==> config.mk <==
export PLATFORM = sky130hd
export DESIGN_NAME = shadow_dump_sched
export DESIGN_NICKNAME = d
export VERILOG_FILES = /design/src/rtl/shadow_pkg.sv /design/src/rtl/shadow_next_chain.sv /design/src/rtl/shadow_dump_sched.sv
export SDC_FILE = /design/constraint.sdc
export NUM_CORES = 1
export LEC_CHECK = 0
export CAP_MARGIN = 25
export CORE_UTILIZATION = 50
export CTS_CLUSTER_SIZE = 28
export DETAILED_ROUTE_END_ITERATION = 7
export GPL_TIMING_DRIVEN = 0
export PLACE_DENSITY = 0.87
export SETUP_SLACK_MARGIN = 0.4
export SYNTH_ARGS = -nofsm -noshare
export SYNTH_HDL_FRONTEND = slang
export SYNTH_SLANG_ARGS = --single-unit
==> constraint.sdc <==
create_clock -name clk -period 2.81 [get_ports clk]
set_clock_uncertainty 0.15 [all_clocks]
set_input_delay 0.562 -clock clk [delete_from_list [all_inputs] [get_ports clk]]
set_output_delay 0.562 -clock clk [all_outputs]
set_load 0.05 [all_outputs]
==> src/rtl/shadow_pkg.sv <==
// Shared definitions for the shadow capture chains and their dump scheduler.
package shadow_pkg;

  localparam int DEFAULT_NUM_CHAINS  = 4;
  localparam int DEFAULT_CHAIN_LEN   = 32;
  localparam int DEFAULT_COUNT_WIDTH = 16;

  typedef enum logic [1:0] {
    SCHED_IDLE    = 2'd0,
    SCHED_CAPTURE = 2'd1,
    SCHED_DUMP    = 2'd2,
    SCHED_FINISH  = 2'd3
  } sched_state_t;

endpackage

==> src/rtl/shadow_next_chain.sv <==
// Priority finder: lowest enabled chain index above base (or from 0 when first=1).
module shadow_next_chain #(
  parameter int NUM_CHAINS = 4,
  parameter int ID_WIDTH   = 2
) (
  input  logic [NUM_CHAINS-1:0] enables,
  input  logic [ID_WIDTH-1:0]   base,
  input  logic                  first,
  output logic [ID_WIDTH-1:0]   next,
  output logic                  none
);

  // Descending scan so the lowest qualifying index is the last one written.
  always_comb begin
    next = '0;
    none = 1'b1;
    for (int i = NUM_CHAINS - 1; i >= 0; i--) begin
      if (enables[i] && (first || (i > int'(base)))) begin
        next = ID_WIDTH'(i);
        none = 1'b0;
      end
    end
  end

endmodule

==> src/rtl/shadow_dump_sched.sv <==
// Capture-and-dump sequencer for a bank of shadow chains.
// Optional per-chain participation mask: define SHADOW_SCHED_MASK_EN.
module shadow_dump_sched
  import shadow_pkg::*;
#(
  parameter int NUM_CHAINS  = DEFAULT_NUM_CHAINS,
  parameter int CHAIN_LEN   = DEFAULT_CHAIN_LEN,
  parameter int COUNT_WIDTH = DEFAULT_COUNT_WIDTH,
  parameter int ID_WIDTH    = (NUM_CHAINS > 1) ? $clog2(NUM_CHAINS) : 1
) (
  input  logic                  clk,
  input  logic                  rst,
  input  logic                  start,
  input  logic                  abort,
`ifdef SHADOW_SCHED_MASK_EN
  input  logic [NUM_CHAINS-1:0] chain_mask,
`endif
  input  logic [NUM_CHAINS-1:0] chain_q,
  output logic [NUM_CHAINS-1:0] c_en,
  output logic [NUM_CHAINS-1:0] d_en,
  output logic                  out_valid,
  input  logic                  out_ready,
  output logic                  out_bit,
  output logic [ID_WIDTH-1:0]   out_chain,
  output logic                  out_last,
  output logic                  busy,
  output logic                  done,
  output sched_state_t          sched_state
);

  localparam logic [COUNT_WIDTH-1:0] LAST_BIT = COUNT_WIDTH'(CHAIN_LEN - 1);

  sched_state_t           state_q, state_d;
  logic [ID_WIDTH-1:0]    idx_q, idx_d;
  logic [COUNT_WIDTH-1:0] cnt_q, cnt_d;
  logic                   busy_q;
  logic [NUM_CHAINS-1:0]  en_vec;
  logic [ID_WIDTH-1:0]    nxt_idx;
  logic                   nxt_none;
  logic                   last_bit;
  logic                   hs;

`ifdef SHADOW_SCHED_MASK_EN
  logic [NUM_CHAINS-1:0] mask_q;

  // Mask is frozen on the accepted start so mid-operation changes cannot skew the dump.
  always_ff @(posedge clk or negedge rst) begin
    if (!rst) mask_q <= '0;
    else if (state_q == SCHED_IDLE && start && !abort) mask_q <= chain_mask;
  end
  assign en_vec = mask_q;
`else
  assign en_vec = '1;
`endif

  // Stream handshake: a beat transfers in any cycle with out_valid & out_ready;
  // out_valid never depends on out_ready, and the payload holds while stalled.
  assign last_bit = (cnt_q == LAST_BIT);
  assign hs       = (state_q == SCHED_DUMP) && out_ready;

  shadow_next_chain #(
    .NUM_CHAINS(NUM_CHAINS),
    .ID_WIDTH  (ID_WIDTH)
  ) u_next (
    .enables(en_vec),
    .base   (idx_q),
    .first  (state_q != SCHED_DUMP),
    .next   (nxt_idx),
    .none   (nxt_none)
  );

  always_ff @(posedge clk or negedge rst) begin
    if (!rst) begin
      state_q <= SCHED_IDLE;
      idx_q   <= '0;
      cnt_q   <= '0;
      busy_q  <= 1'b0;
    end else begin
      state_q <= state_d;
      idx_q   <= idx_d;
      cnt_q   <= cnt_d;
      busy_q  <= (state_d != SCHED_IDLE);
    end
  end

  always_comb begin
    state_d = state_q;
    idx_d   = idx_q;
    cnt_d   = cnt_q;
    case (state_q)
      SCHED_IDLE: begin
        if (start) state_d = SCHED_CAPTURE;
        idx_d = '0;
        cnt_d = '0;
      end
      SCHED_CAPTURE: begin
        cnt_d = '0;
        if (nxt_none) begin
          state_d = SCHED_FINISH;
          idx_d   = '0;
        end else begin
          state_d = SCHED_DUMP;
          idx_d   = nxt_idx;
        end
      end
      SCHED_DUMP: begin
        if (hs) begin
          if (last_bit) begin
            cnt_d = '0;
            if (nxt_none) begin
              state_d = SCHED_FINISH;
              idx_d   = '0;
            end else begin
              idx_d = nxt_idx;
            end
          end else begin
            cnt_d = cnt_q + 1'b1;
          end
        end
      end
      SCHED_FINISH: state_d = SCHED_IDLE;
      default:      state_d = SCHED_IDLE;
    endcase
    if (abort) begin
      state_d = SCHED_IDLE;
      idx_d   = '0;
      cnt_d   = '0;
    end
  end

  always_comb begin
    c_en      = '0;
    d_en      = '0;
    out_valid = 1'b0;
    out_bit   = 1'b0;
    out_chain = '0;
    out_last  = 1'b0;
    done      = 1'b0;
    case (state_q)
      SCHED_CAPTURE: c_en = en_vec;
      SCHED_DUMP: begin
        out_valid   = 1'b1;
        out_bit     = chain_q[idx_q];
        out_chain   = idx_q;
        out_last    = last_bit;
        d_en[idx_q] = out_ready;
      end
      SCHED_FINISH: done = 1'b1;
      default: ;
    endcase
  end

  assign busy        = busy_q;
  assign sched_state = state_q;

endmodule

==> results of run 1 <==
-- power by group --
part	switching (mW)	internal [mW]	leakage [nW]	total, mW
sequential	0.00755	0.311	0.285	0.318
clock	0.0961	0.0532	0.0177	0.149
combinational	0.163	0.0874	0.429	0.250
total	0.266	0.451	0.731	0.718
-- metrics by stage --
stage	worst slack, ns	std cells	cell area (sq um)	total power, mW	TNS (ns)
floorplan	0.4067	145	1383	0.4968	0
global placement	-0.1988	200	1670	0.5680	-0.5139
detailed placement	-0.2176	200	1670	0.5737	-0.7392
CTS	0.1563	204	1683	0.7119	0
global route	0.2912	210	1753	0.7488	0
finish	0.3474	210	1753	0.7177	0
-- cell usage after synthesis --
cell type,n
nand3_1,10
nor3_1,1
clkbuf_1,3
or4_4,1
or3b_1,1
a211o_1,1
or2b_1,1
a21oi_2,2
xor2_1,4
nor2_1,9
nand4_1,5
or3_2,1
and2_2,3
nor2b_1,1
dfrtp_1,21
or3_1,4
a21o_1,1
nand2_1,10
or4_1,5
ha_1,5
nor4_1,2
nand4_4,1
o21ai_0,6
o31ai_1,8
buf_4,4
and3_1,5
and2_1,1
buf_2,1
and4_1,3
a21oi_1,12
buf_6,2
mux4_2,1
inv_1,4
or4bb_1,1
nand2b_1,2
a31o_2,1
mux2i_1,1
nand3b_1,1
-- path summary, 6_finish.rpt --
kind | from | endpoint
worst min register to register | cnt_q[0] | cnt_q[0]
max in group asynchronous | rst | sched_state[0]
worst min-delay path | cnt_q[0] | cnt_q[0]
worst max register to register | sched_state[1] | cnt_q[11]
worst max-delay path | cnt_q[0] | out_last
min in group asynchronous | rst | cnt_q[4]
-- critical path: cells and delay by family (launching register included) --
kind	cells	cell delay (ns)
and+or+nand+nor	3	0.68
buffers and inverters	1	0.14
adders and majority gates	1	0.20
DFF	1	0.42
-- per-layer routing --
| layer | vias to the layer above | GRT usage, % | part of all wire (%) |
|---|---|---|---|
| met1 | 625 | 30.42 | 41 |
| met4 | 0 | 4.825 | 0.93 |
| li1 | 605 | - | - |
| met5 | - | 0 | 0 |
| met3 | 6 | 5.932 | 5.1 |
| met2 | 44 | 41.15 | 53 |
-- flip-flops by register name (all words and copies together), names as in the netlist --
register	cells
busy	1
cnt_q	16
idx_q	2
sched_state	2
-- what timing repair did --
item / CTS / global route
endpoints found under the setup margin: 14 / 13
gates resized for setup: 56 / 23
pin swaps: 1 / 0
gates cloned: 0 / 0
setup buffers: 0 / 6
-- cell type report --
type | instances | area, sq um | area share (%)
plain buffers | 10 | 72.57 | 4.140
clock buffers | 3 | 22.52 | 1.285
clock inverters | 1 | 5.005 | 0.2855
inverters | 4 | 15.01 | 0.8565
multi-input cells | 110 | 794.5 | 45.32
flip-flops and latches | 21 | 530.5 | 30.26
well taps | 30 | 37.54 | 2.141
repair buffers | 31 | 275.3 | 15.70
-- cells by family after synthesis --
logic type	count (synthesis)
AOI/OAI and AO/OA	31
xor gates and xnor gates	4
adders and majority gates	5
buffers and inverters	14
DFF	21
muxes	2
and+or+nand+nor	68
==> results by group, run 1 <==
Timing
  – Worst hold margin: around 0.38 ns
  – Tightest slew margin relative to the limit: 36.75%
  – Final critical path time including I/O delays and setup: between 2 and 2.5 ns
  – Final slew viol count: 0
  – Portion of the clock cycle consumed by the worst path in the final layout: between 80% and 90%
  – Transition time at the pin with the least slew margin: ~0.95 ns
  – Unrepaired setup endpoints after global routing: yes
  – Final setup vio count: 0
  – Fmax: between 0.4 and 0.5 GHz
  – Final hold vios: 0

Global routing
  – Wire length of the first global-routing pass: approximately 5000 microns
  – Pin count of the biggest net entering global routing: 22
  – Overall global routing resource usage: between 20% and 30%
  – Number of global-route vias before repair: ~1100
  – Remaining global-route overflow: 0
  – Number of antenna violations at the first check in global routing: 0

Critical path
  – Reg2Reg Setup Slack: 0.53 ns
  – Type of element launching the critical path: flip-flop
  – Cell repeated most along the worst path: and4_4
  – Arrival time of data at the critical path endpoint: ~1.8 ns
  – Crit path capture type: output pin
  – Slowest library cell on the worst path: dfrtp_2
  – Biggest fanout along the worst timing path: 4
  – Register-to-Register Path Depth: 8
  – Required time of the critical path: around 2.1 ns
  – Maximum single-stage delay on the critical path: approximately 0.42 ns
  – Sequence of cells on the critical path: ha_2 -> and4_4 -> and4_4 -> and2_2 -> buf_8
  – Kind of critical path: reg2out

Synth
  – Post-synthesis instance total: between 100 and 150
  – Number of synthesized register bits: 21
  – Yosys cell types: 38
  – Post-synthesis share of cell area spent on and, or, nand and nor gates: 30.70%
  – Combinational family with the most area after synthesis: simple AND/OR/NAND/NOR gates
  – Dominant cells by area after synthesis: dfrtp_1 (39%), ha_1 (4.7%), a21oi_1 (4.5%)
  – Post-synthesis share of cell area spent on xor and xnor gates: 2.605%
  – Synth Area in Compound Gates: 14.33%
  – Mean instance size in the synthesized netlist: about 9 sq um
  – Seq/Total Area, Yosys: between 30% and 40%
  – Mux cell area share after synthesis: ~2.4%
  – Total standard cell area after synthesis: 1345 sq um
  – Net count of the mapped netlist: 159
  – Yosys top cell by area: dfrtp_1
  – Share of the synthesized area in the top cell type: 39.07%
  – Ys Warns: 0
  – Synth Area in Adders: approximately 4.7%

Final layout
  – Leading cell type in the layout, fill and taps excluded: dfrtp_1
  – Antenna cell count: 0
  – Filler cells: approximately 190
  – Commonest non-fill, non-tap cells in the layout: dfrtp_1 (17), a21oi_1 (12), buf_4 (10), nand3_1 (10), nand2_1 (9)
  – Layout cells sized above 1: a little under a third
  – Final net count: 195
  – Utilization of the core after routing: ~70%
  – Area delta synth->final: 30.33%

Min path
  – Worst hold-check path type: reg2reg
  – Worst hold stages: 1

Clock tree
  – TritonCTS clock tree: built
  – Clock sinks: 21
  – Clock Tree Root: clkbuf_4
  – Buffers from clock root to sink, at most: 2
  – Number of CTS-inserted buffers: 3
  – Latest clock arrival within the worst-skew pair: roughly 0.31 ns
  – Clk pin slew, worst setup/hold paths: 0.13 ns
  – Hold-fix buffers at CTS: 0
  – Total number of H-tree levels: 1

Drt
  – Wirelength, routed: approximately 3400 microns
  – Number of vias per cell: between 6 and 7
  – Post-DRT Antenna Nets: 0
  – Routed vias: roughly 1300
  – Number of design rule violations left after detail routing: 0
  – 1st-pass router iterations: 5
  – Routed wire per std cell: 16.34 microns
  – Violation count after the first detailed-route iteration: 47

Floorplanning
  – Number of placement rows: 18
  – Placeable core area: 2500 sq um
  – Die Height: ~54 microns
  – Area enclosed by the die boundary: 2901 sq um
  – Die width: between 50 and 60 microns
  – I/O pins: 26
  – Initial cell density of the core: between 50% and 60%

Pwr
  – Total power divided by cell area: ~410 nW/um^2
  – Worst-case vdd ir drop: around 0.00042 V
  – Leakage power total: 0.7315 nW

Placement
  – Post-detail-place hpwl: between 2000 and 2500 microns
  – Number of buffers inserted by port buffering: 25
  – Placer Congestion: around 0.75

Flow run
  – Max-cap violation count: 0

Outcome
  – Run status: completed
Note: power is estimated with default switching activity, not from simulation.
==> run 2, diff against run 1 <==
--- a/config.mk
+++ b/config.mk
@@ -6,6 +6,7 @@
 export NUM_CORES = 1
 export LEC_CHECK = 0
 export CAP_MARGIN = 25
+export CORE_ASPECT_RATIO = 1.4
 export CORE_UTILIZATION = 50
 export CTS_CLUSTER_SIZE = 28
 export DETAILED_ROUTE_END_ITERATION = 7
@@ -15,3 +16,4 @@
 export SYNTH_ARGS = -nofsm -noshare
 export SYNTH_HDL_FRONTEND = slang
 export SYNTH_SLANG_ARGS = --single-unit
+export TNS_END_PERCENT = 20
==> results by group, run 2 (synthesis gave the netlist of run 1 again) <==
Clock tree
  – Buffers from clock root to sink, at most: 2 (unchanged)
  – Clk pin slew, worst setup/hold paths: 0.11 ns (-0.02 ns)
  – Number of CTS-inserted buffers: 3 (unchanged)
  – TritonCTS clock tree: built
  – Hold-fix buffers at CTS: 0 (unchanged)
  – Total number of H-tree levels: 1 (unchanged)
  – Latest clock arrival within the worst-skew pair: 0.31 ns (about the same)
  – Clock sinks: 21 (unchanged)
  – Clock Tree Root: clkbuf_4

Final layout
  – Antenna cell count: 0 (unchanged)
  – Final net count: 189 (-3.1%)
  – Commonest non-fill, non-tap cells in the layout: dfrtp_1 (18), a21oi_1 (12), clkdlybuf4s50_1 (11)
  – Area delta synth->final: 26.14%
  – Layout cells sized above 1: 20.69% (-9.9 points)
  – Count of placed standard cells in the final layout, fillers left out: 208 (-0.95%)
  – Reg with most FFs: cnt_q
  – Flip-flop count of the largest register after layout: 16 (unchanged)
  – Leading cell type in the layout, fill and taps excluded: dfrtp_1

Critical path
  – Reg2Reg Setup Slack: 0.53 ns (about the same)
  – Type of element launching the critical path: flip-flop
  – Biggest fanout along the worst timing path: 6 (+2)
  – Arrival time of data at the critical path endpoint: 1.96 ns (+0.21 ns)
  – Kind of critical path: reg2out
  – Reg2reg end: cnt_q[12]
  – R2r startpoint: sched_state[0]
  – Crit path capture type: output pin
  – Register-to-Register Path Depth: 8 (unchanged)
  – Required time of the critical path: 2.10 ns (about the same)

Drt
  – Violation count after the first detailed-route iteration: 17 (-64%)
  – Wirelength, routed: 3073 microns (-10%)
  – Routed wire per std cell: 14.77 microns (-9.6%)
  – Number of design rule violations left after detail routing: 0 (unchanged)
  – Number of vias per cell: 5.784 (-5.1%)
  – 1st-pass router iterations: 4 (-1)
  – Post-DRT Antenna Nets: 0 (unchanged)
  – Routed vias: 1203 (-6.0%)

Floorplanning
  – I/O pins: 26 (unchanged)
  – Number of placement rows: 21 (+3)
  – Initial cell density of the core: 54.46% (+0.65 points)
  – Area enclosed by the die boundary: 2905 sq um (+0.11%)
  – Die Height: 63.37 microns (+18%)
  – Placeable core area: 2470 sq um (-1.2%)
  – Die width: 45.84 microns (-15%)

Placement
  – Setup slack after placement: -0.1946 ns (+0.02301 ns)
  – Placer Congestion: 0.8597 (+15%)
  – Number of buffers inserted by port buffering: 25 (unchanged)
  – Number of placed instances with taps included: 204 (+2.0%)
  – Post-detail-place hpwl: 2341 microns (-1.4%)

Global routing
  – Number of global-route vias before repair: 1182 (+7.6%)
  – Number of antenna violations at the first check in global routing: 0 (unchanged)
  – Overall global routing resource usage: 24.31% (+0.26 points)
  – Pin count of the biggest net entering global routing: 22 (unchanged)
  – Wire length of the first global-routing pass: 5147 microns (+4.6%)
  – Remaining global-route overflow: 0 (unchanged)

Outcome
  – Run status: completed

Timing
  – Final slew viol count: 0 (unchanged)
  – Unrepaired setup endpoints after global routing: yes
  – Transition time at the pin with the least slew margin: 0.9344 ns (-0.01135 ns)
  – Final hold vios: 0 (unchanged)
  – Final setup vio count: 0 (unchanged)
  – Portion of the clock cycle consumed by the worst path in the final layout: 95.04% (+7.4 points)
  – Fmax: 0.3745 GHz (-7.8%)
  – Setup WS post-layout: 0.1395 ns (-0.2079 ns)
  – Final critical path time including I/O delays and setup: 2.671 ns (+0.2079 ns)
  – Worst hold margin: 0.3939 ns (+0.01466 ns)
  – Tightest slew margin relative to the limit: 37.51% (+0.76 points)

Min path
  – Worst hold stages: 1 (unchanged)
  – Endpoint of the worst hold path: cnt_q[0]
  – Worst hold start: cnt_q[0]
  – Worst hold-check path type: reg2reg

Pwr
  – Worst-case vdd ir drop: 0.0003190 V (-23%)
  – Leakage power total: 0.7005 nW (-4.2%)
  – Total power divided by cell area: 418.9 nW/um^2 (+2.3%)

Flow run
  – Max-cap violation count: 0 (unchanged)
==> run 2: changes by cell type in the layout (fill, tap and decap cells not counted), sizes merged <==
cell / delta
buf: -8
clkbuf: -3
clkdlybuf4s15: +1
clkdlybuf4s50: +4
clkinv: -1
dlymetal6s2s: +1
==> run 2: per-stage QoR <==
stage	power (mW)	area, sq um	util, %	setup TNS (ns)
2_1_floorplan	0.4968	1383	-	0
4_1_cts	0.7126	1699	68.79	0
3_3_place_gp	0.5696	1675	67.83	-0.4212
6_report	0.7107	1697	68.69	0
5_1_grt	0.7382	1697	68.69	0
3_5_place_dp	0.5725	1675	67.83	-0.5893
==> run 2: final cells by class <==
class	count	area [sq um]
multi-input combinational	110	772.0
inverter	4	15.01
clock buffer	4	26.28
sequential	21	529.3
timing repair buffer	25	241.5
tap	34	42.54
buffer	10	70.07
fill	215	773.2
==> run 2: how the worst max path moves through the flow <==
| stage | depth (start not counted) | to | startpoint |
|---|---|---|---|
| 2_1_floorplan | 4 | d_en[0] | sched_state[0] |
| 3_3_place_gp | 4 | out_bit | chain_q[3] |
| 3_5_place_dp | 4 | out_bit | chain_q[3] |
| 4_1_cts | 4 | c_en[2] | sched_state[1] |
| 5_1_grt | 4 | c_en[1] | sched_state[1] |
| 6_report | 4 | c_en[1] | sched_state[1] |
==> run 2: what timing repair did <==
| item | CTS | global route |
|---|---|---|
| endpoints found under the setup margin | 14 | 16 |
| setup buffers | 0 | 0 |
| gates resized for setup | 32 | 8 |
| pin swaps | 1 | 0 |
==> run 2: power breakdown <==
group          switching [mW]  internal, mW
sequential             0.0105         0.311
clock                  0.0909        0.0555
combinational           0.154        0.0891
total                   0.255         0.455
==> run 2: worst max-delay path, cell delays in order (launching register included) <==
cell,delay [ns]
dfrtp_2,0.47
inv_1,0.12
ha_4,0.17
buf_4,0.10
clkdlybuf4s50_1,0.78
==> run 2: per-layer routing <==
metal  track usage [%]  vias to the layer above  wire (microns)  share of wire (%)
met5                 0                        -               0                  0
met4             9.191                        0              57                1.9
met3             5.158                        7             115                3.7
met2             44.82                       31            1667                 54
met1             25.05                      576            1232                 40
li1                  -                      589               -                  -
